## config.mk

```make
export PLATFORM = sky130hd
export DESIGN_NAME = dca_matrix_row_drainer
export DESIGN_NICKNAME = d
export VERILOG_FILES = /design/src/rtl/dca_matrix_row_drainer_pkg.sv /design/src/rtl/dca_matrix_row_drainer.sv
export SDC_FILE = /design/constraint.sdc
export NUM_CORES = 1
export LEC_CHECK = 0
export CELL_PAD_IN_SITES_DETAIL_PLACEMENT = 1
export CELL_PAD_IN_SITES_GLOBAL_PLACEMENT = 1
export CORE_AREA = 4 4 204 206
export CTS_CLUSTER_DIAMETER = 30
export DETAILED_ROUTE_END_ITERATION = 10
export DIE_AREA = 0 0 208 210
export PLACE_DENSITY = 0.58
export SYNTH_ARGS = -nofsm -noshare
export SYNTH_HDL_FRONTEND = slang
export SYNTH_SLANG_ARGS = --single-unit
```

## constraint.sdc

```tcl
create_clock -name clk -period 1.4 [get_ports clk]
set_input_delay 0.21 -clock clk [delete_from_list [all_inputs] [get_ports clk]]
set_output_delay 0.21 -clock clk [all_outputs]
set_load 0.005 [all_outputs]
```

## src/rtl/dca_matrix_row_drainer_pkg.sv

```systemverilog
// Shared matrix-dimension definitions for DCA matrix sequencers (drainer now, loader later).
package dca_matrix_row_drainer_pkg;

  typedef enum logic [1:0] {
    DCA_DRAIN_IDLE   = 2'd0,
    DCA_DRAIN_XPOSE  = 2'd1,
    DCA_DRAIN_STREAM = 2'd2,
    DCA_DRAIN_FINISH = 2'd3
  } dca_drain_state_e;

  function automatic int unsigned dca_row_bw(input int unsigned n, input int unsigned w);
    return n * w;
  endfunction

  // A single-row matrix still needs a 1-bit index.
  function automatic int unsigned dca_row_index_bw(input int unsigned n);
    return (n > 1) ? $clog2(n) : 1;
  endfunction

endpackage

```

## src/rtl/dca_matrix_row_drainer.sv

```systemverilog
// Empties a DCA matrix register one row per valid/ready handshake, optionally
// transposing it first so the matrix leaves column-major.
module dca_matrix_row_drainer
  import dca_matrix_row_drainer_pkg::*;
#(
  parameter int unsigned MATRIX_SIZE_PARA = 8,
  parameter int unsigned BW_TENSOR_SCALAR = 32,
  localparam int unsigned BW_TENSOR_ROW = dca_row_bw(MATRIX_SIZE_PARA, BW_TENSOR_SCALAR),
  localparam int unsigned BW_ROW_INDEX  = dca_row_index_bw(MATRIX_SIZE_PARA)
) (
  input  logic                     clk,
  input  logic                     rstnn,
  input  logic                     start,
  input  logic                     transpose_first,
  output logic                     busy,
  output logic                     done,
  output logic                     mreg_transpose,
  output logic                     mreg_shift_up,
  input  logic [BW_TENSOR_ROW-1:0] mreg_upmost_rdata_list1d,
  output logic                     row_valid,
  input  logic                     row_ready,
  output logic [BW_TENSOR_ROW-1:0] row_data,
  output logic [BW_ROW_INDEX-1:0]  row_index,
  output logic                     row_last
);

  localparam logic [BW_ROW_INDEX-1:0] LastIdx = BW_ROW_INDEX'(MATRIX_SIZE_PARA - 1);

  dca_drain_state_e          state_q, state_d;
  logic [BW_ROW_INDEX-1:0]   cnt_q, cnt_d;

  always_ff @(posedge clk or negedge rstnn) begin
    if (!rstnn) begin
      state_q <= DCA_DRAIN_IDLE;
      cnt_q   <= '0;
    end else begin
      state_q <= state_d;
      cnt_q   <= cnt_d;
    end
  end

  always_comb begin
    state_d = state_q;
    cnt_d   = cnt_q;
    unique case (state_q)
      DCA_DRAIN_IDLE: begin
        if (start) begin
          cnt_d   = '0;
          state_d = transpose_first ? DCA_DRAIN_XPOSE : DCA_DRAIN_STREAM;
        end
      end
      // The register transposes on this edge, so STREAM already sees the new layout.
      DCA_DRAIN_XPOSE: state_d = DCA_DRAIN_STREAM;
      DCA_DRAIN_STREAM: begin
        if (row_ready) begin
          if (cnt_q == LastIdx) begin
            cnt_d   = '0;
            state_d = DCA_DRAIN_FINISH;
          end else begin
            cnt_d = cnt_q + BW_ROW_INDEX'(1);
          end
        end
      end
      DCA_DRAIN_FINISH: state_d = DCA_DRAIN_IDLE;
      default: state_d = DCA_DRAIN_IDLE;
    endcase
  end

  // row_valid depends on state only; row_ready reaches just shift_up and next state.
  always_comb begin
    busy           = (state_q != DCA_DRAIN_IDLE);
    done           = (state_q == DCA_DRAIN_FINISH);
    mreg_transpose = (state_q == DCA_DRAIN_XPOSE);
    row_valid      = (state_q == DCA_DRAIN_STREAM);
    row_last       = row_valid && (cnt_q == LastIdx);
    row_index      = cnt_q;
    row_data       = mreg_upmost_rdata_list1d;
    mreg_shift_up  = row_valid && row_ready;
  end

endmodule

```

==> results_dict.tcl <==
set metrics [dict create \
    finalHoldViolations 0 \
    crit_end "row_index[0]" \
    ff2ff_setup_slack_ps -120 \
    antenna_cells 0 \
    cp.arrival_ps 1630 \
    grt_antenna_before_repair 0 \
    numPortBuffers 13 \
    netlist_area_sq_um 2300 \
    place_inst 584 \
    cts_made_buffers 3 \
    cp_max_fo 3 \
    cts_tree "built" \
    nets 336 \
    grt_max_degree 6 \
    via_per_inst 1.41 \
    finClkSkew_ps 0.909 \
    swShare_pct 34.5 \
    synth_cell_type_count 15 \
    seqPwrFrac_pct 13.7 \
    rsz0062_at_grt "true" \
    relSlewSlack_pct 83.1 \
    grt_pass1_wl_um 8960 \
    grt_pass1_vias 997 \
    crit_start "state_q[0]" \
    drt_wl_total_um 7630 \
    dr.pass1.iters 3 \
    final.min_clock_period_ps 1520 \
    p_per_area_nw_per_um2 1400 \
    avgSynthCellArea_sq_um 7.92 \
    synth-seq-area-share_pct 5.43 \
    final_common_cell "buf_4" \
    syn_nets 559 \
    hold_ws_ps 216 \
    hpwl_um 6350 \
    vias 833 \
    fin_cells 592 \
    setup_ws_ps -120 \
    combPwrFrac_pct 62.8 \
    core_sq_um 39600 \
    ios 526 \
    clockPowerShare_pct 23.5 \
    finalPower_mw 2.02 \
    overflow 0 \
    ir_drop_v 0.000826 \
    grt_usage_pct 3.03 \
    drt_iter0_drc 19 \
    finalMaxSlewViolations 0 \
    clk_path_buf_depth 2 \
    fmax_mhz 658 \
    clk_pin_slew_ps 30 \
    syn_to_final_growth_pct -37.5 \
    cts_root_buf "clkbuf_16" \
    initial_core_util_pct 5.81 \
    htreeDepth 1 \
    leakagePower_nw 0.396 \
    r2r_cells 6 \
    row_count 73 \
    end_kind "register" \
    dieHeight_um 210 \
    critPathLaunchType "register" \
    fin_crit_sh_pct 109 \
    hp-class "in -> async" \
    ant_nets 0 \
    rr_endpoint "row_index[0]" \
    worst_pin_slew_ps 253 \
    cp.required_ps 1510 \
    outcome "finished, violations left" \
    dieArea_sq_um 43700 \
    routabilityCongestion 0.613 \
    routedWlPerCell_um 12.9 \
    path_class "reg -> reg" \
    power_switching_mw 0.698 \
    remaining_drc_errors 0 \
    r2r-start "state_q[0]" \
    synthCells 291 \
    drive_gt1_share_pct 64.2 \
    ys_ff_latch 5 \
    die_width_um 208 \
    setup_viol 6 \
    dpl_worst_slack_ps -340 \
    cap_violations 0 \
    violations "negative setup slack" \
    final_cell_mix "9 x buf_4, 8 x buf_6, 5 x dfrtp_1" \
    synth_warnings 0 \
    postCtsHoldBufs 0 \
    cts_sinks 5 \
    insertion_delay_ps 230 \
    p_int_mw 1.32 \
]
==> layout make-up <==
type	count	area, sq um
inverter	5	21.3
tap	525	657
multi-input combinational	25	319
timing repair buffer	28	240
sequential	5	125
fill	4778	38200
clock buffer	4	78.8
==> critical path: stages (launching register included) <==
cell and delay (ps):
dfrtp_1 370, inv_2 70, buf_6 120, ha_4 170, mux2i_4 200, a21oi_4 150, mux2_4 310
==> through the flow <==
step	instance area (sq um)	util (%)	TNS, ps
floorplan	2330	-	0
global placement	1280	3.22	-1010
detailed placement	1280	3.22	-1170
CTS	1420	3.58	-640
global route	1440	3.64	-799
finish	1440	3.64	-446
==> synth_stat cells <==
| library cell | count | area, sq um |
|---|---|---|
| nand2_1 | 2 | 7.51 |
| ha_1 | 7 | 87.6 |
| mux2i_1 | 5 | 50.1 |
| a21oi_2 | 1 | 8.76 |
| mux2_1 | 2 | 22.5 |
| nor3b_1 | 1 | 7.51 |
| o2bb2ai_1 | 1 | 8.76 |
| and2_2 | 2 | 15.0 |
| inv_1 | 5 | 18.8 |
| and3b_2 | 1 | 10.0 |
| a21oi_1 | 1 | 5.00 |
| buf_4 | 256 | 1920 |
| a22o_2 | 1 | 10.0 |
| dfrtp_1 | 5 | 125 |
| nor2b_1 | 1 | 6.26 |
==> routing by layer <==
metal  up-vias  track usage, %  share of wire, %
met1       262            1.26                15
met2       241            4.03                40
met5         -               0                 0
met3       146            3.85                29
met4         0            4.87                17
li1        184               -                 -
==> how the worst min path moves through the flow <==
stage | start | endpoint | slack, ps
floorplan | rstnn | row_index[0] | -90
global placement | mreg_upmost_rdata_list1d[130] | row_data[130] | 420
detailed placement | mreg_upmost_rdata_list1d[130] | row_data[130] | 420
CTS | rstnn | state_q[1] | 230
global route | rstnn | state_q[1] | 230
finish | rstnn | state_q[1] | 220
==> power groups by stage <==
stage | Combinational (mW) | Clock (mW) | Sequential [mW]
floorplan | 1.06 | 0 | 0.283
global placement | 1.08 | 0 | 0.263
detailed placement | 1.07 | 0 | 0.268
CTS | 1.27 | 0.482 | 0.269
global route | 1.41 | 0.500 | 0.283
finish | 1.27 | 0.476 | 0.276
==> sequential cells by signal, summed over array words and instances, names as in the netlist <==
register and flops:
row_index 3, state_q 2
==> what timing repair did <==
| item | in CTS | in global routing |
|---|---|---|
| resized for setup | 47 | 6 |
| endpoints found under the setup margin | 14 | 11 |
| pin swaps | 1 | 1 |
| hold endpoints to repair | 0 | 0 |
| setup buffers | 3 | 1 |
==> cell families after synthesis <==
kind of cell,count (synthesis),synth area share (%)
AND/OR/NAND/NOR,7,2.01
AO/OA/AOI/OAI,4,1.41
buffers and inverters,261,84.2
adder cells (fa/ha/maj),7,3.80
flip-flops,5,5.43
multiplexers,7,3.15
Note: power is estimated with default switching activity, not from simulation.
